$ cat config.mk
export PLATFORM = sky130hd
export DESIGN_NAME = rsg_param_seq_gen_flat
export DESIGN_NICKNAME = d
export VERILOG_FILES = /design/src/rtl/rsg_param_seq_gen_if.sv /design/src/rtl/rsg_param_seq_gen.sv /design/src/flat_wrapper.sv
export SDC_FILE = /design/constraint.sdc
export NUM_CORES = 1
export LEC_CHECK = 0
export ABC_CLOCK_PERIOD_IN_PS = 7640
export CAP_MARGIN = 20
export CORE_ASPECT_RATIO = 1.25
export CORE_MARGIN = 2
export CORE_UTILIZATION = 45
export CTS_CLUSTER_SIZE = 20
export DETAILED_ROUTE_END_ITERATION = 10
export PLACE_DENSITY = 0.69
export SLEW_MARGIN = 10
export SYNTH_ARGS = -nofsm -noshare
export SYNTH_HDL_FRONTEND = slang
export SYNTH_SLANG_ARGS = --single-unit
$ cat constraint.sdc
create_clock -name clock -period 7.64 [get_ports clock]
set_clock_uncertainty 0.2 [all_clocks]
set_input_delay 1.528 -clock clock [delete_from_list [all_inputs] [get_ports clock]]
set_output_delay 1.528 -clock clock [all_outputs]
set_load 0.03 [all_outputs]
$ cat src/rtl/rsg_param_seq_gen_if.sv
// Bundle between the game controller (master) and the sequence generator (slave).
// Optional replay strobe is present only when RSG_REPLAY_EN is defined.
interface rsg_param_seq_gen_if #(
  parameter int DW      = 4,
  parameter int MAX_LEN = 7,
  parameter int LW      = 3
);
  // Handshake: start, tick and replay are one-cycle strobes sampled on the rising
  // clock edge; flash_digit/flash_idx carry data only while flash_valid is high;
  // done is a one-cycle strobe issued in the same cycle busy falls.
  logic                  start;
  logic                  auth;
  logic [LW-1:0]         level;
  logic                  tick;
`ifdef RSG_REPLAY_EN
  logic                  replay;
`endif
  logic [DW-1:0]         flash_digit;
  logic                  flash_valid;
  logic [LW-1:0]         flash_idx;
  logic [MAX_LEN*DW-1:0] seq_store;
  logic [LW-1:0]         seq_len;
  logic                  busy;
  logic                  done;
  logic [1:0]            state_dbg;

  modport master (
    output start,
    output auth,
    output level,
    output tick,
`ifdef RSG_REPLAY_EN
    output replay,
`endif
    input  flash_digit,
    input  flash_valid,
    input  flash_idx,
    input  seq_store,
    input  seq_len,
    input  busy,
    input  done,
    input  state_dbg
  );

  modport slave (
    input  start,
    input  auth,
    input  level,
    input  tick,
`ifdef RSG_REPLAY_EN
    input  replay,
`endif
    output flash_digit,
    output flash_valid,
    output flash_idx,
    output seq_store,
    output seq_len,
    output busy,
    output done,
    output state_dbg
  );
endinterface

$ cat src/rtl/rsg_param_seq_gen.sv
// Memory-game sequence generator: LFSR digits with no adjacent repeats, flashed per tick.
// Optional feature macro: RSG_REPLAY_EN (redisplay stored sequence without regenerating).
module rsg_param_seq_gen #(
  parameter int          DW      = 4,
  parameter int          MAX_LEN = 7,
  parameter int          LW      = 3,
  parameter logic [15:0] SEED    = 16'hACE1
) (
  input  logic               clock,
  input  logic               rst,
  rsg_param_seq_gen_if.slave bus
);

  typedef enum logic [1:0] {
    S_IDLE = 2'd0,
    S_ARM  = 2'd1,
    S_GEN  = 2'd2,
    S_SHOW = 2'd3
  } state_t;

  state_t                state, state_next;
  logic [15:0]           lfsr;
  logic [LW-1:0]         wr_idx;
  logic [DW-1:0]         prev_digit;
  logic [DW-1:0]         raw_digit;
  logic [DW-1:0]         gen_digit;
  logic [DW-1:0]         load_digit;
  logic [DW-1:0]         next_digit;
  logic [LW-1:0]         len_clamped;
  logic [LW-1:0]         last_idx;

  logic [DW-1:0]         flash_digit;
  logic                  flash_valid;
  logic [LW-1:0]         flash_idx;
  logic [MAX_LEN*DW-1:0] seq_store;
  logic [LW-1:0]         seq_len;
  logic                  done;

  logic ld_len, arm_go, wr_en, show_load, show_adv, show_end;

  assign raw_digit = lfsr[DW-1:0];
  assign last_idx  = seq_len - LW'(1);

  // A raw digit equal to its predecessor is bumped by one so neighbours always differ.
  assign gen_digit = ((wr_idx != '0) && (raw_digit == prev_digit))
                   ? raw_digit + DW'(1) : raw_digit;

  // On a one-digit round slot 0 is written on the same edge SHOW is entered.
  assign load_digit = ((state == S_GEN) && (wr_idx == '0))
                    ? gen_digit : seq_store[DW-1:0];

  always_comb begin
    len_clamped = bus.level;
    if (bus.level == '0)
      len_clamped = LW'(1);
    else if (bus.level > LW'(MAX_LEN))
      len_clamped = LW'(MAX_LEN);
  end

  always_comb begin
    next_digit = '0;
    for (int i = 0; i < MAX_LEN; i++) begin
      if (flash_idx + LW'(1) == LW'(i))
        next_digit = seq_store[i*DW +: DW];
    end
  end

  always_ff @(posedge clock or posedge rst) begin
    if (rst) state <= S_IDLE;
    else     state <= state_next;
  end

  always_comb begin
    state_next = state;
    ld_len     = 1'b0;
    arm_go     = 1'b0;
    wr_en      = 1'b0;
    show_load  = 1'b0;
    show_adv   = 1'b0;
    show_end   = 1'b0;
    case (state)
      S_IDLE: begin
        if (bus.start) begin
          state_next = S_ARM;
          ld_len     = 1'b1;
        end
`ifdef RSG_REPLAY_EN
        else if (bus.replay && (seq_len != '0)) begin
          state_next = S_SHOW;
          show_load  = 1'b1;
        end
`endif
      end
      S_ARM: begin
        if (bus.auth) begin
          state_next = S_GEN;
          arm_go     = 1'b1;
        end
      end
      S_GEN: begin
        wr_en = 1'b1;
        if (wr_idx == last_idx) begin
          state_next = S_SHOW;
          show_load  = 1'b1;
        end
      end
      S_SHOW: begin
        if (bus.tick) begin
          if (flash_idx == last_idx) begin
            state_next = S_IDLE;
            show_end   = 1'b1;
          end else begin
            show_adv = 1'b1;
          end
        end
      end
      default: state_next = S_IDLE;
    endcase
  end

  always_ff @(posedge clock or posedge rst) begin
    if (rst) begin
      lfsr        <= SEED;
      wr_idx      <= '0;
      prev_digit  <= '0;
      seq_store   <= '0;
      seq_len     <= '0;
      flash_digit <= '0;
      flash_valid <= 1'b0;
      flash_idx   <= '0;
      done        <= 1'b0;
    end else begin
      lfsr <= {lfsr[14:0], lfsr[15] ^ lfsr[13] ^ lfsr[12] ^ lfsr[10]};
      done <= show_end;
      if (ld_len)
        seq_len <= len_clamped;
      if (arm_go) begin
        seq_store <= '0;
        wr_idx    <= '0;
      end
      if (wr_en) begin
        for (int i = 0; i < MAX_LEN; i++) begin
          if (wr_idx == LW'(i))
            seq_store[i*DW +: DW] <= gen_digit;
        end
        prev_digit <= gen_digit;
        wr_idx     <= wr_idx + LW'(1);
      end
      if (show_load) begin
        flash_valid <= 1'b1;
        flash_idx   <= '0;
        flash_digit <= load_digit;
      end
      if (show_adv) begin
        flash_idx   <= flash_idx + LW'(1);
        flash_digit <= next_digit;
      end
      if (show_end) begin
        flash_valid <= 1'b0;
        flash_idx   <= '0;
        flash_digit <= '0;
      end
    end
  end

  assign bus.flash_digit = flash_digit;
  assign bus.flash_valid = flash_valid;
  assign bus.flash_idx   = flash_idx;
  assign bus.seq_store   = seq_store;
  assign bus.seq_len     = seq_len;
  assign bus.busy        = (state != S_IDLE);
  assign bus.done        = done;
  assign bus.state_dbg   = state;

  a_done_not_busy: assert property (@(posedge clock) disable iff (rst)
    bus.done |-> !bus.busy);
  a_valid_in_show: assert property (@(posedge clock) disable iff (rst)
    bus.flash_valid == (state == S_SHOW));

endmodule

$ cat src/flat_wrapper.sv
// flat-port wrapper written by rule: the top's interface ports become plain ports
module rsg_param_seq_gen_flat 
#(
  parameter int          DW      = 4,
  parameter int          MAX_LEN = 7,
  parameter int          LW      = 3,
  parameter logic [15:0] SEED    = 16'hACE1
)
  (clock, rst, bus_start, bus_auth, bus_level, bus_tick, bus_flash_digit, bus_flash_valid, bus_flash_idx, bus_seq_store, bus_seq_len, bus_busy, bus_done, bus_state_dbg);
  rsg_param_seq_gen_if #(.DW(DW), .MAX_LEN(MAX_LEN), .LW(LW)) bus_i ();
  input  logic clock;
  input  logic rst;
  input wire logic [$bits(bus_i.start)-1:0] bus_start;
  input wire logic [$bits(bus_i.auth)-1:0] bus_auth;
  input wire logic [$bits(bus_i.level)-1:0] bus_level;
  input wire logic [$bits(bus_i.tick)-1:0] bus_tick;
  output wire logic [$bits(bus_i.flash_digit)-1:0] bus_flash_digit;
  output wire logic [$bits(bus_i.flash_valid)-1:0] bus_flash_valid;
  output wire logic [$bits(bus_i.flash_idx)-1:0] bus_flash_idx;
  output wire logic [$bits(bus_i.seq_store)-1:0] bus_seq_store;
  output wire logic [$bits(bus_i.seq_len)-1:0] bus_seq_len;
  output wire logic [$bits(bus_i.busy)-1:0] bus_busy;
  output wire logic [$bits(bus_i.done)-1:0] bus_done;
  output wire logic [$bits(bus_i.state_dbg)-1:0] bus_state_dbg;
  assign bus_i.start = bus_start;
  assign bus_i.auth = bus_auth;
  assign bus_i.level = bus_level;
  assign bus_i.tick = bus_tick;
  assign bus_flash_digit = bus_i.flash_digit;
  assign bus_flash_valid = bus_i.flash_valid;
  assign bus_flash_idx = bus_i.flash_idx;
  assign bus_seq_store = bus_i.seq_store;
  assign bus_seq_len = bus_i.seq_len;
  assign bus_busy = bus_i.busy;
  assign bus_done = bus_i.done;
  assign bus_state_dbg = bus_i.state_dbg;
  rsg_param_seq_gen #(.DW(DW), .MAX_LEN(MAX_LEN), .LW(LW), .SEED(SEED)) u_core (.clock(clock), .rst(rst), .bus(bus_i));
endmodule
# == Yosys cells after proc, flatten, opt, wreduce, memory -nomap -nowiden ==
# Cells that the tools add are included.
# totals
register_bits,65
input_bits,8
out_inout_bits,43
# op_classes
addsub,4
magnitude_cmp,1
n_eq_ne,23
muxes,49
n_bitwise,3
reduce_logical,12
# op_table
operator,count
$mux 4,19
$mux 28,2
$mux 3,7
$eq 3x3->1 const B,6
$mux 1,15
$eq 3x2->1 const B,4
$mux 2,5
$logic_not 3->1,3
$ne 2x2->1 const B,4
$pmux 2 s4,1
$add 3x1->3 const B,2
$eq 3x1->1 const B,2
$eq 3x3->1,2
$reduce_bool 2->1,3
$reduce_bool 3->1,2
$reduce_and 5->1,1
$add 4x1->4 const B,1
$eq 2x2->1 const B,2
$eq 4x4->1,1
$gt 3x3->1 const B,1
$sub 3x1->3 const B,1
$xor 1x1->1,3
$eq 2x1->1 const B,1
$logic_and 1x1->1,2
2 further kinds,2

# == Depth between registers and ports, before layout ==
# Gate-level depths: netlist of the first run.
# depth
word_depth,11
depth_mapped,8
mapped_depth_nobuf,7

# == Worst setup path after synthesis of the first run ==
# OpenSTA, ideal clock, no wires.
# synth_timing
path_kind,register to output
start,reg u_core.state[0] (netlist: u_core.bus.state_dbg[0])
end,out bus_busy
t_arrival_ns,1.107
slack_ns,4.805
path_stages_with_launch,4
cell_sequence,dfrtp_1 -> inv_1 -> ha_1 -> inv_1
# synth_via
elab_chain_len,1
# synth_rtl
element,line_no,rtl
from (decl),rsg_param_seq_gen.sv:21,"state_t state, state_next;"
from (signal assigned),rsg_param_seq_gen.sv:70,else state <= state_next;
$reduce_bool 2->1,rsg_param_seq_gen.sv:171,assign bus.busy = (state != S_IDLE);
to (decl),flat_wrapper.sv:22,output wire logic [$bits(bus_i.busy)-1:0] bus_busy;
# Every way passes these cells.

# == Final worst setup path of the first run ==
# layout_timing
start,reg u_core.state[1] (netlist: u_core.bus.state_dbg[1])
end,out bus_busy
# The elaborated chain is that of the path after synthesis.

==> results by stage, run 1 <==
Run status:
- The run finished with clean final reports.

Place:
- The number of port buffers is 50.
- The routability congestion estimate is 0.877.
- The placed instances occupy a cell area of ~0.0036 sq mm.
- The placed instance count is 416.
- The detailed-placement wirelength estimate is 5.05 mm.

Logic synthesis:
- The commonest register cell after synthesis is dfrtp_1.
- Counting every net in the synthesized netlist gives 309.
- Averaged over all synthesized cells, the footprint is 10.7 sq um.
- For this run, the register share of the synthesized area comes to 0.538.
- The number of distinct standard cells referenced by the synthesized netlist is 39.
- The number of cells produced by synthesis is 284.
- The number of flops mapped to enable cells by yosys is 0.
- After synthesis the cells add up to between 0.003 and 0.004 sq mm.
- The async set or reset register ratio after synthesis is 1.00.
- The flip-flop and latch count after synthesis is 65.
- The count of warnings emitted by yosys is 0.

Pwr:
- The overall power after layout is 1.38 mW.
- The fraction of power consumed by combinational cells is 0.427.
- The internal power of the cells totals 0.836 mW.
- The power density relative to cell area is about 360 mW/mm^2.
- The analysis attributes to net switching a power of 0.548 mW.
- The register share of total power is 0.339.
- The proportion of power drawn by the clock network is 0.233.
- The static leakage is 1.67 nW.
- The peak supply drop is roughly 0.00021 V.
- Of the total power, the share spent switching nets is 0.396.

Setup path:
- At the worst endpoint, the required time is 5.91 ns.
- The worst setup path is captured at an output pin.
- At the worst endpoint, the arrival time is between 1.5 and 2 ns.
- The startpoint type of the worst setup path is a flop.
- The highest net fanout along the worst path is 5.
- The worst setup path is of the reg -> out kind.
- In this run the register-to-register setup slack is approximately 4.7 ns.

Routing:
- In the routed layout, each cell is associated on average with a via count of 5.44.
- The via total after detailed routing is 2350.
- The detailed-route DRC error count is 0.
- The total wirelength of the detailed-routed design is between 7 and 8 mm.
- In this run the remaining antenna-violating nets after routing total 0.
- The count of TritonRoute iterations in the first routing pass is 4.
- The detailed router finished its first iteration with 166 violations.
- Dividing the detail-routed wire length by the instance count gives between 15 and 20 microns.

Final layout:
- The finished cells cover about 0.0039 sq mm.
- In the final layout, the share of cells above drive strength 1 is 0.0870.
- The multi-input combinational cell area is 0.00132 sq mm.
- Excluding fillers, the count of instances in the completed layout stands at 432.
- The final layout net count is 365.
- 0 antenna diodes ended up in the layout.
- The layout-stage area growth over the synthesis result is 26.8%.
- The flip-flop and latch area is 0.00164 sq mm.
- The count of filler cells inserted in the layout is approximately 550.

STA:
- The final cycle utilization of the critical path is 0.463.
- The number of max-slew violations in the final report is 0.
- Derived from the worst setup path, the maximum achievable clock frequency is 282 MHz.
- The final setup violation count is 0.
- The final total negative setup slack is 0 ns.
- At the pin with the least slew margin, the transition time is approximately 1.0 ns.
- The shortest clock period the worst path allows after layout is 3.54 ns.
- The final-report hold violation count is 0.
- The tightest slew margin relative to the limit is 0.330.
- Setup repair after global routing left no endpoint under its margin.

Floorplan:
- The total I/O pin count is 51.
- The area of the core is roughly 0.0066 sq mm.
- The number of placement rows is 33.
- The die covers 0.00743 sq mm.
- In this run the horizontal extent of the chip is about 78 microns.
- The overall die height is 95.9 microns.
- The initial utilization of the core area, before any placement, comes to 0.463.

Global routing:
- The global-route wire length before repair is 11.5 mm.
- In the global route stage, overall resource usage came out at 0.202.
- The number of antenna violations at the first check in global routing came to 0.
- The number of global-route vias before repair is 2324.
- Global routing finished with a remaining overflow of 0.
- Entering global routing, the biggest net connects 66 pins.

CTS:
- After clock tree synthesis, the clock-pin slew on the worst setup and hold paths is ~0.07 ns.
- TritonCTS built the clock tree.
- The cts-stage hold buffer count is 0.
- The buffers inserted during post-CTS setup optimization is 0.
- The clock root buffer master is clkbuf_8.
- The clock latency of the later-clocked register in the worst-skew pair is between 0.3 and 0.4 ns.
- The number of clock buffers inserted by TritonCTS is 9.
- The H-tree was split into 3 levels.
- The longest clock path from root to sink contains 2 buffers.
- Clock tree synthesis found a total of 65 sinks.
- The number of instances resized during post-cts repair is 0.

Hold path:
- The worst hold path class is reg -> reg.

Run:
- The number of max-cap violations is 0.
## placed cells by master (no fill, tap or decap), types with 7 or more instances in the layout
master           synthesis  routed
nand2_1                 27      27
dfrtp_1                 57      57
clkbuf_8                 0      10
nand3_1                 28      28
inv_1                   15      14
xnor2_1                  7       7
o21ai_0                 36      36
xor2_1                   7       7
clkdlybuf4s50_1          0      50
dfstp_2                  8       8
a21oi_1                 11      11
nor2_1                  13      13
ha_1                    17      17
## worst paths after layout
kind	endpoint	from	depth (start not counted)
max	bus_busy	u_core.bus.state_dbg[1]$_DFFE_PP0P_	4
min	u_core.lfsr[10]$_DFF_PP1_	u_core.lfsr[9]$_DFF_PP0_	0
max reg2reg	u_core.bus.flash_digit[1]$_DFFE_PP0P_	u_core.wr_idx[0]$_DFFE_PP0P_	6
min reg2reg	u_core.lfsr[10]$_DFF_PP1_	u_core.lfsr[9]$_DFF_PP0_	0
max in group asynchronous	u_core.wr_idx[1]$_DFFE_PP0P_	rst	3
min in group asynchronous	u_core.bus.seq_store[10]$_DFF_PP0_	rst	3
## registers in the layout (all words and copies together) (netlist names), 2 cells and up
| signal | flops |
|---|---|
| u_core.bus.seq_store | 28 |
| u_core.lfsr | 16 |
| u_core.bus.flash_digit | 4 |
| u_core.prev_digit | 4 |
| u_core.bus.flash_idx | 3 |
| u_core.bus.seq_len | 3 |
| u_core.wr_idx | 3 |
| u_core.bus.state_dbg | 2 |
## worst max-delay path, stage by stage, from the launching register on
cell and delay, ns:
dfrtp_1 0.42, inv_1 0.11, ha_1 0.21, inv_1 0.07, clkdlybuf4s50_1 0.67
## synthesized netlist by cell type, types with 3 or more instances
library cell,n,share of area
dfrtp_1,57,0.47
xor2_1,7,0.020
nor2b_1,5,0.010
xnor2_1,7,0.020
nor2_1,13,0.016
o21ai_0,36,0.059
dfstp_2,8,0.069
a21oi_1,11,0.018
mux2i_1,5,0.016
nand2_1,27,0.033
ha_1,17,0.070
nand3_1,28,0.046
clkbuf_1,4,0.0049
nor3_1,3,0.0049
a22oi_1,6,0.015
o2bb2ai_1,3,0.0086
a221oi_1,4,0.012
inv_1,15,0.019
## layout make-up
type,instances,area share
clock buffer,11,0.0367
timing repair buffer,51,0.132
inverter,15,0.0146
sequential,65,0.425
clock inverter,5,0.0205
tap,87,0.0283
multi-input combinational,198,0.343
## power groups by stage
stage / Sequential [mW] / Clock, mW / Combinational, mW
floorplan: 0.545 / 0 / 0.336
global placement: 0.475 / 0 / 0.580
detailed placement: 0.477 / 0 / 0.592
CTS: 0.471 / 0.326 / 0.596
global route: 0.480 / 0.344 / 0.658
finish: 0.470 / 0.323 / 0.591
## cells by family after synthesis
logic type / Yosys count / share of synthesized area
flip-flops: 65 / 0.538
buffers and inverters: 21 / 0.0263
AND/OR/NAND/NOR: 84 / 0.131
AO/OA/AOI/OAI: 73 / 0.151
XOR/XNOR: 16 / 0.0560
multiplexers: 8 / 0.0276
adder cells (fa/ha/maj): 17 / 0.0700
## layer usage
metal | routed length (microns) | global-route usage
met1 | 2980 | 0.245
met2 | 3570 | 0.343
met3 | 298 | 0.0450
met4 | 169 | 0.103
met5 | 0 | 0
## through the flow
stage           util  hold slack (ns)  worst slack [ns]
3_5_place_dp   0.553            0.137              4.12
3_3_place_gp   0.553            0.134              4.14
2_1_floorplan      -            0.131              4.30
4_1_cts        0.587            0.156              4.06
5_1_grt        0.587            0.160              3.98
6_report       0.587            0.153              4.10
Power figures use the tool's default switching activity.
==> run 2, diff against run 1 <==
--- a/config.mk
+++ b/config.mk
@@ -5,14 +5,14 @@
 export SDC_FILE = /design/constraint.sdc
 export NUM_CORES = 1
 export LEC_CHECK = 0
-export ABC_CLOCK_PERIOD_IN_PS = 7640
+export ABC_CLOCK_PERIOD_IN_PS = 3060
 export CAP_MARGIN = 20
 export CORE_ASPECT_RATIO = 1.25
 export CORE_MARGIN = 2
 export CORE_UTILIZATION = 45
 export CTS_CLUSTER_SIZE = 20
 export DETAILED_ROUTE_END_ITERATION = 10
-export PLACE_DENSITY = 0.69
+export PLACE_DENSITY = 0.72
 export SLEW_MARGIN = 10
 export SYNTH_ARGS = -nofsm -noshare
 export SYNTH_HDL_FRONTEND = slang
==> constraint.sdc (replaced) <==
create_clock -name clock -period 3.06 [get_ports clock]
set_clock_uncertainty 0.2 [all_clocks]
set_input_delay 0.612 -clock clock [delete_from_list [all_inputs] [get_ports clock]]
set_output_delay 0.612 -clock clock [all_outputs]
set_load 0.03 [all_outputs]
==> run 2 against run 1 <==
Clock power grew 110%. Cell count up 1.6%. Total power grew 150%. Critical path depth up 2. Flip-flop and latch count stayed put. Largest power group unchanged. Design area is 0.65% higher. Non-clock buffer count rose by 7. Highest routed layer unchanged. Via count is 3.6% higher.
==> results by stage, run 2 (same netlist as run 1, synthesis figures left out) <==
STA:
- The final-report hold violation count is 0.
- Setup repair after global routing left no endpoint under its margin.
- Based on the critical path, the design can be clocked at up to 373 MHz.
- At the pin with the least slew margin, the transition time is roughly 0.66 ns.
- Dividing the final minimum period by the clock period gives 0.876.
- Setup total negative slack on the finished layout was measured at 0 ns.
- The number of max-slew violations in the final report is 0.
- Setup violations remaining at the end of the flow were counted as 0.
- The shortest clock period the worst path allows after layout is 2.68 ns.
- The worst pin sits at a relative slew slack of 0.548.

CTS:
- For the worst-skew pair, the clock arrives at the later sink with an insertion delay of 0.35 ns.
- Once the clock tree was built, the setup fixing pass inserted 0 buffers.
- The number of clock buffers inserted by TritonCTS is 9.
- The largest buffer count on any clock path is 2.
- Gates resized during post-CTS repair numbered 0.
- The clock-pin slew on the worst setup and hold paths is 0.07 ns.
- The tree is rooted in a clkbuf_8.
- The CTS tree is built.
- After clock tree synthesis, the flow added hold-fix buffers numbering 0.
- The number of sinks handled by clock tree synthesis is 65.
- The number of H-tree levels is 3.

Routing:
- The via total after detailed routing is 2434.
- Using the TritonRoute via totals, the vias-per-cell ratio works out to approximately 5.5.
- After detailed routing, the total wire length is ~7.3 mm.
- The count of nets left with antenna violations after detail routing is 0.
- In the final routed layout, each cell accounts on average for 16.7 microns.
- The first detailed-routing pass took 4 iterations.
- For this run, design rule violations remaining after detail routing come to 0.
- The DRC violation total after the first TritonRoute iteration is 200.

Setup path:
- The setup path with the least slack is of type reg -> reg.
- The worst endpoint required time is 3.05 ns.
- Walking the worst path, the cells encountered are inv_1 > ha_1 > a2111oi_2 > nand2_1 > mux2i_1 > o311ai_0.
- In this run the critical register-to-register path is captured at u_core.bus.flash_digit[1]$_DFFE_PP0P_.
- The critical path launch point is u_core.wr_idx[0]$_DFFE_PP0P_.
- STA classifies the critical path startpoint as a flop.
- The largest stage delay on the critical path is 0.57 ns.
- The largest individual stage delay along the critical path comes from the cell mux2i_1.
- The critical path ends at u_core.bus.flash_digit[1]$_DFFE_PP0P_.
- The worst reg-to-reg path cell count is 6.
- STA classifies the critical path endpoint as a flop.
- The worst-case register-to-register setup slack is 0.38 ns.
- The launch instance of the worst register-to-register path is u_core.wr_idx[0]$_DFFE_PP0P_.
- STA puts the critical path data arrival time at between 2 and 3 ns.
- Along the worst path, the maximum fanout reaches 9.

Floorplan:
- The total I/O pin count is 51.
- The initial standard-cell utilization of the core is 0.463.
- The die outline area is 0.00743 sq mm.
- The overall die height is 95.9 microns.
- The chip width is about 78 microns.
- The number of placement rows is 33.
- The floorplan step defined a core boundary enclosing 0.00657 sq mm.

Global routing:
- The remaining global-route overflow is 0.
- The first global-routing pass estimated 12.1 mm of wire.
- The pin count of the biggest net entering global routing is 66.
- The number of antenna violations at the first check in global routing was 0.
- The number of global-route vias before repair is 2401.
- In the global route stage, overall resource usage came out at 0.215.

Pwr:
- The static leakage is between 1.5 and 2 nW.
- Dividing total power by cell area gives a power density of 876 mW/mm^2.
- The internal power of the cells totals 1.96 mW.
- Of the total power, the share spent switching nets is 0.423.
- The analysis attributes to net switching a power of 1.44 mW.
- The share of total power dissipated in sequential elements is 0.346.
- The fraction of power consumed by combinational cells is 0.456.
- Of the total power, the clock network draws 0.198.
- IR analysis of the VDD net gives a maximum drop of around 0.00052 V.

Run:
- The tool flagged a number of max-cap violations equal to 0.

Place:
- Port buffering added 50 buffers.
- The detailed-placement wirelength estimate is 5.42 mm.
- The congestion estimate from routability-driven global placement came to 0.904.
- After detailed placement, the design holds a cell count of 423.

Final layout:
- The register with the most flip-flops in the layout has 28 of them.
- In the layout the commonest cells are dfrtp_1 (57), clkdlybuf4s50_1 (50), o21ai_0 (36), nand3_1 (28), nand2_1 (27).
- The leading cell type in the layout, fill and taps excluded is dfrtp_1.
- The final layout net count is 372.
- In the final layout, the registers with the most flip-flops are u_core.bus.seq_store: 28 flops, u_core.lfsr: 16 flops.
- Leaving out filler cells and counting taps, the final layout contains ~440.
- In the final layout, the share of cells above drive strength 1 is 0.108.
- 0 antenna diodes ended up in the layout.
- The layout-stage area growth over the synthesis result is 27.6%.
- The register ranked first by flip-flop count is u_core.bus.seq_store.
- Measured on the finished design, the core utilization comes to 0.591.

Hold path:
- In this run the worst hold path is classified as reg -> reg.
- The beginning of the worst hold path is u_core.lfsr[4]$_DFF_PP0_.

Run status:
- The run finished with clean final reports.
-- run 2: power by group through the flow --
stage | clock network (mW) | registers (mW) | logic (mW)
after CTS | 0.682 | 1.17 | 1.56
final | 0.673 | 1.17 | 1.55
after floorplan | 0 | 1.36 | 0.840
after global placement | 0 | 1.19 | 1.50
after global routing | 0.725 | 1.20 | 1.69
after detailed placement | 0 | 1.19 | 1.54
-- run 2: how the worst min path moves through the flow --
stage	endpoint	slack [ns]	cells past startpoint
3_3_place_gp	u_core.lfsr[9]$_DFF_PP0_	0.14	0
6_report	u_core.lfsr[5]$_DFF_PP1_	0.15	0
5_1_grt	u_core.lfsr[5]$_DFF_PP1_	0.17	0
4_1_cts	u_core.lfsr[5]$_DFF_PP1_	0.16	0
3_5_place_dp	u_core.lfsr[5]$_DFF_PP1_	0.14	0
2_1_floorplan	u_core.lfsr[9]$_DFF_PP0_	0.13	0
-- run 2: metal layers --
metal / vias to the layer above / share of wire / global-route usage
met5: - / 0 / 0
met4: 0 / 0.039 / 0.134
met3: 21 / 0.059 / 0.0582
met2: 102 / 0.50 / 0.349
met1: 1167 / 0.40 / 0.257
li1: 1144 / - / -
-- run 2: area by class of cell --
cell class | count | area (sq um)
Timing Repair Buffer | 58 | 573
Fill cell | 540 | 2690
Clock inverter | 6 | 42.5
Inverter | 15 | 56.3
Sequential cell | 65 | 1640
Clock buffer | 10 | 138
Tap cell | 87 | 109
Multi-Input combinational cell | 198 | 1320
-- run 2: per-stage QoR --
stage	hold WS, ns	area (sq um)	setup slack [ns]	total power, mW
2_1_floorplan	0.131	3040	0.439	2.20
3_3_place_gp	0.136	3700	0.501	2.68
3_5_place_dp	0.141	3700	0.376	2.73
4_1_cts	0.159	3880	0.360	3.41
5_1_grt	0.165	3880	0.112	3.62
6_report	0.153	3880	0.380	3.40
-- run 2: worst max-delay path, delay by kind of cell (launching register included) --
kind                     cells  cell delay (ns)
AO/OA/AOI/OAI                2             0.76
adder cells (fa/ha/maj)      1             0.25
buffers and inverters        1             0.09
flip-flops                   1             0.46
multiplexers                 1             0.57
AND/OR/NAND/NOR              1             0.20
==> run 3, diff against run 2 <==
--- a/config.mk
+++ b/config.mk
@@ -6,12 +6,13 @@
 export NUM_CORES = 1
 export LEC_CHECK = 0
 export ABC_CLOCK_PERIOD_IN_PS = 3060
-export CAP_MARGIN = 20
+export CAP_MARGIN = 5
 export CORE_ASPECT_RATIO = 1.25
 export CORE_MARGIN = 2
 export CORE_UTILIZATION = 45
 export CTS_CLUSTER_SIZE = 20
 export DETAILED_ROUTE_END_ITERATION = 10
+export HOLD_SLACK_MARGIN = 0.1
 export PLACE_DENSITY = 0.72
 export SLEW_MARGIN = 10
 export SYNTH_ARGS = -nofsm -noshare
==> results of run 3 <==
No change in the layout: final DEF, timing and power equal those of run 2.
